==> src/rtl/serial_adder.sv <==
// Bit-serial adder: one full_adder slice, a carry flop and shift registers.
// Optional signed-overflow output is enabled by defining SERIAL_ADDER_OVF_EN.

module full_adder (
  input  logic i_a,
  input  logic i_b,
  input  logic i_cin,
  output logic o_s,
  output logic o_cout
);
  assign o_s    = i_a ^ i_b ^ i_cin;
  assign o_cout = (i_a & i_b) | (i_cin & (i_a ^ i_b));
endmodule

module serial_adder #(
  parameter int WIDTH = 8
) (
  input  logic             i_clk,
  input  logic             i_rst,
  input  logic             i_start,
  input  logic [WIDTH-1:0] i_a,
  input  logic [WIDTH-1:0] i_b,
  input  logic             i_cin,
  output logic             o_busy,
  output logic             o_done,
  output logic [WIDTH-1:0] o_sum,
`ifdef SERIAL_ADDER_OVF_EN
  output logic             o_ovf,
`endif
  output logic             o_cout
);

  localparam int CW = $clog2(WIDTH);
  localparam logic [CW-1:0] LAST = CW'(WIDTH - 1);

  typedef enum logic [1:0] {S_IDLE, S_RUN, S_DONE} state_t;

  state_t           r_state;
  logic [WIDTH-1:0] r_a_sh;
  logic [WIDTH-1:0] r_b_sh;
  logic [WIDTH-1:0] r_res;
  logic [WIDTH-1:0] r_sum;
  logic [CW-1:0]    r_cnt;
  logic             r_carry;
  logic             r_cout;
  logic             r_busy;
  logic             r_done;
`ifdef SERIAL_ADDER_OVF_EN
  logic             r_ovf;
`endif

  logic w_s;
  logic w_cout;

  full_adder u_slice (
    .i_a    (r_a_sh[0]),
    .i_b    (r_b_sh[0]),
    .i_cin  (r_carry),
    .o_s    (w_s),
    .o_cout (w_cout)
  );

  // NOTE: sequential state uses non-blocking (<=) so every flop samples
  // pre-edge values; blocking here would chain shifts within one edge.
  always_ff @(posedge i_clk) begin
    if (i_rst) begin
      r_state <= S_IDLE;
      r_a_sh  <= '0;
      r_b_sh  <= '0;
      r_res   <= '0;
      r_sum   <= '0;
      r_cnt   <= '0;
      r_carry <= 1'b0;
      r_cout  <= 1'b0;
      r_busy  <= 1'b0;
      r_done  <= 1'b0;
`ifdef SERIAL_ADDER_OVF_EN
      r_ovf   <= 1'b0;
`endif
    end else begin
      case (r_state)
        S_IDLE: begin
          if (i_start) begin
            r_a_sh  <= i_a;
            r_b_sh  <= i_b;
            r_carry <= i_cin;
            r_cnt   <= '0;
            r_busy  <= 1'b1;
            r_state <= S_RUN;
          end
        end
        S_RUN: begin
          r_res   <= {w_s, r_res[WIDTH-1:1]};
          r_a_sh  <= r_a_sh >> 1;
          r_b_sh  <= r_b_sh >> 1;
          r_carry <= w_cout;
          if (r_cnt == LAST) begin
            // r_carry here is the carry into the MSB slice.
            r_sum   <= {w_s, r_res[WIDTH-1:1]};
            r_cout  <= w_cout;
`ifdef SERIAL_ADDER_OVF_EN
            r_ovf   <= r_carry ^ w_cout;
`endif
            r_busy  <= 1'b0;
            r_done  <= 1'b1;
            r_state <= S_DONE;
          end else begin
            r_cnt <= r_cnt + CW'(1);
          end
        end
        S_DONE: begin
          r_done  <= 1'b0;
          r_state <= S_IDLE;
        end
        default: begin
          r_busy  <= 1'b0;
          r_done  <= 1'b0;
          r_state <= S_IDLE;
        end
      endcase
    end
  end

  assign o_busy = r_busy;
  assign o_done = r_done;
  assign o_sum  = r_sum;
  assign o_cout = r_cout;
`ifdef SERIAL_ADDER_OVF_EN
  assign o_ovf  = r_ovf;
`endif

endmodule

==> config.mk <==
export PLATFORM = sky130hd
export DESIGN_NAME = serial_adder
export DESIGN_NICKNAME = d
export VERILOG_FILES = /design/src/rtl/serial_adder.sv
export SDC_FILE = /design/constraint.sdc
export NUM_CORES = 1
export LEC_CHECK = 0
export CAP_MARGIN = 20
export CORE_MARGIN = 2
export CORE_UTILIZATION = 51
export DETAILED_ROUTE_END_ITERATION = 8
export PLACE_DENSITY = 0.75
export SYNTH_ARGS = -nofsm -noshare
export SYNTH_HDL_FRONTEND = slang
export SYNTH_HIERARCHICAL = 1
export SYNTH_SLANG_ARGS = --single-unit
==> constraint.sdc <==
create_clock -name i_clk -period 1.95 [get_ports i_clk]
set_clock_uncertainty 0.15 [all_clocks]
set_input_delay 0.4875 -clock i_clk [delete_from_list [all_inputs] [get_ports i_clk]]
set_output_delay 0.4875 -clock i_clk [all_outputs]
set_load 0.05 [all_outputs]
==> results of run 1 <==
[layer usage]
layer  vias up  routed length (µm)
li1        681                   -
met1       623                1390
met2        29                1700
met3         5                 143
met4         0                  57
met5         -                   0
[registers in the layout, summed over array words and instances (netlist names)]
name / cells
o_busy: 1
r_res: 7
o_done: 1
r_a_sh: 8
o_cout: 1
r_carry: 1
r_b_sh: 8
o_sum: 8
r_cnt: 3
r_state: 2
[power groups by stage]
| stage | clock network, mW | registers [mW] | logic [mW] |
|---|---|---|---|
| finish | 0.420 | 0.882 | 0.248 |
| global route | 0.470 | 0.887 | 0.271 |
| CTS | 0.444 | 0.883 | 0.250 |
| detailed placement | 0 | 0.902 | 0.248 |
| global placement | 0 | 0.898 | 0.238 |
| floorplan | 0 | 0.899 | 0.179 |
[placed cells by master, fill, tap and decap left out, drive strengths merged]
| master | Yosys | layout |
|---|---|---|
| nand2b | 6 | 6 |
| o31ai | 1 | 1 |
| nand3b | 1 | 1 |
| o21bai | 1 | 1 |
| buf | 14 | 18 |
| o21ba | 1 | 1 |
| mux2i | 15 | 15 |
| clkdlybuf4s50 | 0 | 19 |
| nor3b | 1 | 1 |
| nand3 | 9 | 9 |
| nor4b | 1 | 1 |
| nor2 | 19 | 19 |
| dfxtp | 40 | 40 |
| ha | 2 | 2 |
| o21ai | 3 | 3 |
| nor2b | 2 | 2 |
| nand2 | 26 | 26 |
| a21oi | 19 | 19 |
| a22oi | 2 | 2 |
| inv | 1 | 1 |
| a211oi | 15 | 15 |
| clkbuf | 1 | 8 |
| fa | 1 | 1 |
[tightest hold or removal path, cell delays in order (launching register included)]
cell and delay, ns:
dfxtp_1 0.32, nand2_1 0.05, a21oi_1 0.05
[area by class of cell]
class / count / area (µm²) / area share, %
Sequential cell: 40 / 801 / 38.0
Multi-Input combinational cell: 125 / 838 / 39.7
Inverter: 1 / 3.75 / 0.178
Tap cell: 46 / 57.6 / 2.73
Timing Repair Buffer: 37 / 350 / 16.6
Clock buffer: 8 / 58.8 / 2.79
[cells by family after synthesis]
| family | after synthesis | share of synthesized area [%] |
|---|---|---|
| AO/OA/AOI/OAI | 42 | 19.6 |
| adder cells (fa/ha/maj) | 3 | 2.57 |
| buffers and inverters | 16 | 6.49 |
| flip-flops | 40 | 45.7 |
| multiplexers | 15 | 8.57 |
| AND/OR/NAND/NOR | 65 | 17.1 |
[through the flow]
step | hold WS (ns) | total power, mW
floorplan | 0.287 | 1.08
global placement | 0.293 | 1.14
detailed placement | 0.300 | 1.15
CTS | 0.315 | 1.58
global route | 0.346 | 1.63
finish | 0.309 | 1.55
[final timing paths]
kind	to	cells past startpoint	startpoint
min	o_sum[3]	2	o_sum[3]
min reg2reg	o_sum[3]	2	o_sum[3]
max	r_cnt[1]	5	r_cnt[0]
max reg2reg	r_cnt[1]	5	r_cnt[0]
==> reports/results.tsv, run 1 <==
stage	metric	value	unit
routing	routed_wl	3290	µm
logic_synthesis	syn_inst	181	
routing	routedWlPerCell	12.8	µm
worst_setup_path	endpoint_kind	register	
power_and_ir_drop	share_seq_of_total_power	56.9	%
sta	hold_viol_final	0	
power_and_ir_drop	peakVddDrop	397	µV
grt	gr-usage-all-layers	17.9	%
layout	antenna_cells	0	
clock_tree	cts_sinks	40	
sta	maxSlewViolCount	0	
clock_tree	cts-hold-fix-buffers	0	
clock_tree	worstSkewPairLatency	0.34	ns
layout	area_growth	20.3	%
routing	final_antenna_net_count	0	
job	drv_cap	0	
logic_synthesis	synth_top_area_share	45.7	%
worst_setup_path	worst-endpoint-required	2.02	ns
sta	period_needed	1.79	ns
worst_setup_path	slowest_delay	0.34	ns
worst_setup_path	cp_common_cell	ha_1	
logic_synthesis	yosysMostFrequentCell	dfxtp_1	
power_and_ir_drop	power_leakage	0.786	nW
place	dp.cells	248	
grt	grt_util_met1	19.4	%
power_and_ir_drop	p_sw_share	25.2	%
clock_tree	clock_tree.root_cell	clkbuf_4	
logic_synthesis	yosysWarnings	6	
worst_setup_path	critPathArrivalTime	1.86	ns
floorplan	core_area	0.00331	mm²
routing	num_vias	1338	
sta	post-route-period-util	91.6	%
logic_synthesis	synth_largest_area_cell	dfxtp_1	
clock_tree	cts_max_path_buffers	2	
routing	drt_pass1_iterations	4	
worst_setup_path	critPathBufInv	0	
clock_tree	ctsResizeCount	0	
logic_synthesis	synthTopCellsByArea	dfxtp_1, a211oi_2, mux2i_1	
clock_tree	numCtsBuffers	5	
routing	vias_per_cell	5.21	
floorplan	boundaryPins	31	
power_and_ir_drop	p_switching	0.391	mW
place	place_hpwl	2390	µm
logic_synthesis	seq_area_frac_synth	45.7	%
worst_setup_path	cp_slowest_cell	ha_1	
layout	drive_above_1_share	19.9	%
floorplan	fp.dieH	62.6	µm
floorplan	rows	21	
clock_tree	cts_tree	built	
status	status	finished clean	
place	dpl_cell_area	0.00204	mm²
layout	fill_cells	314	
logic_synthesis	synth_ff_type	dfxtp_1	
sta	max_freq	0.560	GHz
grt	grt_pass1_vias	1348	
worst_setup_path	reg2reg_setup_slack	0.16	ns
grt	grtUsageMet3	4.68	%
grt	overflow	0	
power_and_ir_drop	p_per_area	735	mW/mm²
logic_synthesis	synth_common_cells	dfxtp_1, nand2_1, a21oi_1, nor2_1	
clock_tree	clk_pin_slew_worst_paths	0.11	ns
logic_synthesis	synth_cell_type_count	25	
worst_setup_path	crit_chain	ha_1 -> ha_1 -> nand2b_1 -> a21oi_1 -> o21ai_0	
grt	grt-busiest-layer	met2	
grt	grt_pass1_wl	5600	µm
grt	antenna_found_initial	0	
worst_setup_path	crit_type	register to register	
layout	final_cells	257	
logic_synthesis	synth_area	0.00175	mm²
worst_setup_path	cpLargestDelayFamily	adder cells	
floorplan	initial_core_util	52.9	%
clock_tree	cts_setup_buffers	0	
floorplan	die_width	62.6	µm
logic_synthesis	synth-seq-cells	40	
logic_synthesis	synthArstFlopShare	0	%
logic_synthesis	synth-edff-count	0	
power_and_ir_drop	combPwrFrac	16.0	%
sta	slew_headroom	69.0	%
sta	finalSetupTns	0	ns
power_and_ir_drop	internal_power	1.16	mW
clock_tree	cts_max_level	2	
sta	rsz0062_at_grt	false	
power_and_ir_drop	power_frac_clock	27.1	%
sta	tightest_slew	0.465	ns
layout	final_core_util	63.7	%
sta	finalSetupViolCount	0	
worst_setup_path	startpoint_type	register	
grt	grt_use_met2	32.5	%
layout	nets	233	
place	gp_congestion	0.757	
grt	grt_max_degree	27	
worst_setup_path	cp_max_fo	13	
sta	worst_slack	0.164	ns
floorplan	dieArea	0.00392	mm²
hold_path	min_path_type	register to register	
routing	drcViolationCount	0	
place	io_buffers	30	
place	place_ws	0.0422	ns
logic_synthesis	syn-num-nets	204	
layout	fin_area	0.00211	mm²
routing	drt_iter0_markers	115	
logic_synthesis	avgSynthCellArea	9.68	µm²
Power figures use the tool's default switching activity.
==> run 2, diff against run 1 <==
--- a/config.mk
+++ b/config.mk
@@ -6,7 +6,6 @@
 export NUM_CORES = 1
 export LEC_CHECK = 0
 export CAP_MARGIN = 20
-export CORE_MARGIN = 2
 export CORE_UTILIZATION = 51
 export DETAILED_ROUTE_END_ITERATION = 8
 export PLACE_DENSITY = 0.75
==> run 2 against run 1 <==
Cell area increased by 1.4%; sequential cell count unchanged; total power increased by 7.6%; fmax increased by 1.6%; critical endpoint unchanged; routed wire length increased by 1.7%; critical path type unchanged; via count decreased by 0.37%.
==> reports/results.tsv, run 2 (same netlist as run 1, synthesis figures left out) <==
stage	metric	value	unit	change
status	status	finished clean		
sta	worst_slack	0.192	ns	+0.0282 ns
worst_setup_path	endpoint_kind	register		
floorplan	dieArea	0.00368	mm²	-6.3%
clock_tree	worstSkewPairLatency	0.34	ns	about the same
floorplan	core_area	0.00315	mm²	-4.8%
power_and_ir_drop	peakVddDrop	669	µV	+69%
clock_tree	clk_pin_slew_worst_paths	0.11	ns	about the same
layout	final_cells	257		unchanged
grt	antenna_found_initial	0		unchanged
worst_setup_path	critPathArrivalTime	1.84	ns	-0.02 ns
worst_setup_path	rr_worst_depth	5		unchanged
layout	area_growth	22.1	%	
floorplan	fp.dieH	60.6	µm	-3.2%
worst_setup_path	regToRegStartpoint	r_cnt[0]		
place	dp.cells	248		unchanged
worst_setup_path	crit_chain	ha_1 -> ha_1 -> nand2b_1 -> a21oi_1 -> o21ai_0		
worst_setup_path	crit_type	register to register		
floorplan	rows	20		-4.8%
place	io_buffers	30		unchanged
worst_setup_path	reg2reg_setup_slack	0.19	ns	+0.03 ns
floorplan	boundaryPins	31		unchanged
layout	seq_area	801	µm²	unchanged
routing	drt_pass1_iterations	4		unchanged
layout	layout_common_cells	dfxtp_1, nand2_1, nor2_1, a21oi_1, clkdlybuf4s50_1		
sta	finalSetupTns	0	ns	unchanged
clock_tree	cts-hold-fix-buffers	0		unchanged
hold_path	worstHoldStart	o_sum[1]		
sta	holdWs	0.314	ns	+0.00548 ns
worst_setup_path	cp_max_fo	13		unchanged
hold_path	min_to	o_sum[1]		
hold_path	min_path_type	register to register		
layout	nets	235		+0.86%
worst_setup_path	slowest_delay	0.34	ns	about the same
place	place_ws	0.0423	ns	+0.000107 ns
sta	post-route-period-util	90.1	%	-1.4 points
grt	gr-usage-all-layers	21.1	%	+3.2 points
worst_setup_path	cp_slowest_cell	ha_1		
clock_tree	ctsResizeCount	0		unchanged
sta	rsz0062_at_grt	false		
layout	final_common_cell	dfxtp_1		
floorplan	die_width	60.6	µm	-3.2%
routing	vias_per_cell	5.19		-0.37%
clock_tree	clock_tree.root_cell	clkbuf_4		
worst_setup_path	cp_common_cell	ha_1		
clock_tree	numCtsBuffers	5		unchanged
sta	period_needed	1.76	ns	-0.0282 ns
floorplan	initial_core_util	55.6	%	+2.6 points
worst_setup_path	worst-endpoint-required	2.04	ns	+0.02 ns
routing	final_antenna_net_count	0		unchanged
power_and_ir_drop	power_leakage	0.805	nW	+2.5%
clock_tree	cts_setup_buffers	0		unchanged
layout	fill_cells	284		-9.6%
routing	routedWlPerCell	13.0	µm	+1.7%
worst_setup_path	startpoint_type	register		
place	place_hpwl	2470	µm	+3.6%
layout	drive_above_1_share	21.1	%	+1.2 points
power_and_ir_drop	finalPower	1.67	mW	+7.6%
routing	drcViolationCount	0		unchanged
routing	num_vias	1333		-0.37%
grt	overflow	0		unchanged
job	drv_cap	0		unchanged
place	dpl_cell_area	0.00206	mm²	+0.61%
hold_path	hold_depth	2		unchanged
sta	finalSetupViolCount	0		unchanged
layout	fin_area	0.00214	mm²	+1.4%
sta	hold_viol_final	0		unchanged
clock_tree	cts_max_path_buffers	2		unchanged
grt	grt_pass1_wl	5560	µm	-0.73%
layout	final_core_util	67.9	%	+4.1 points
sta	maxSlewViolCount	0		unchanged
worst_setup_path	cpLargestDelayFamily	adder cells		
power_and_ir_drop	p_per_area	779	mW/mm²	+6.0%
layout	antenna_cells	0		unchanged
sta	slew_headroom	68.9	%	-0.12 points
routing	routed_wl	3340	µm	+1.7%
clock_tree	cts_max_level	2		unchanged
worst_setup_path	critPathBufInv	0		unchanged
grt	grt_max_degree	22		-19%
sta	max_freq	0.569	GHz	+1.6%
worst_setup_path	r2r_end	r_cnt[1]		
place	gp_congestion	0.753		-0.53%
clock_tree	cts_tree	built		
grt	grt_pass1_vias	1328		-1.5%
clock_tree	cts_sinks	40		unchanged
sta	tightest_slew	0.467	ns	+0.00177 ns
layout	multiInputGateArea	838	µm²	unchanged
routing	drt_iter0_markers	38		-67%
## run 2: cell count changes in the layout (fill, tap and decap cells not counted)
cell / change
buf_4: +2
clkbuf_8: -1
clkinv_2: +1
clkbuf_1: -1
bufinv_16: +1
## run 2: worst max path at each step
stage	end	start	cells after the start
after floorplan	o_busy	r_cnt[0]	6
after global placement	r_b_sh[6]	i_start	5
after detailed placement	r_b_sh[1]	i_start	5
after CTS	o_sum[0]	r_cnt[0]	5
after global routing	r_cnt[1]	r_cnt[0]	5
final	r_cnt[1]	r_cnt[0]	5
## run 2: report_power, final
part,internal (mW),switching [mW]
Combinational,0.129,0.127
Sequential,0.857,0.0243
Clock,0.269,0.261
## run 2: routing by layer
metal,routed length [µm],track usage [%]
met1,1490,22.5
met2,1670,38.0
met3,136,6.61
met4,48,9.42
met5,0,0
## run 2: area by class of cell
type | instances | share of cell area [%]
clock buffers | 6 | 1.93
clock inverters | 2 | 1.64
inverters | 1 | 0.175
multi-input cells | 125 | 39.2
flip-flops and latches | 40 | 37.4
well taps | 44 | 2.57
repair buffers | 39 | 17.1
## run 2: worst register-to-register path: cells and delay by family (launching register included)
family / cells / cell delay [ns]
simple gates: 1 / 0.22
flops: 1 / 0.33
compound gates: 2 / 0.41
fa+ha+maj: 2 / 0.53
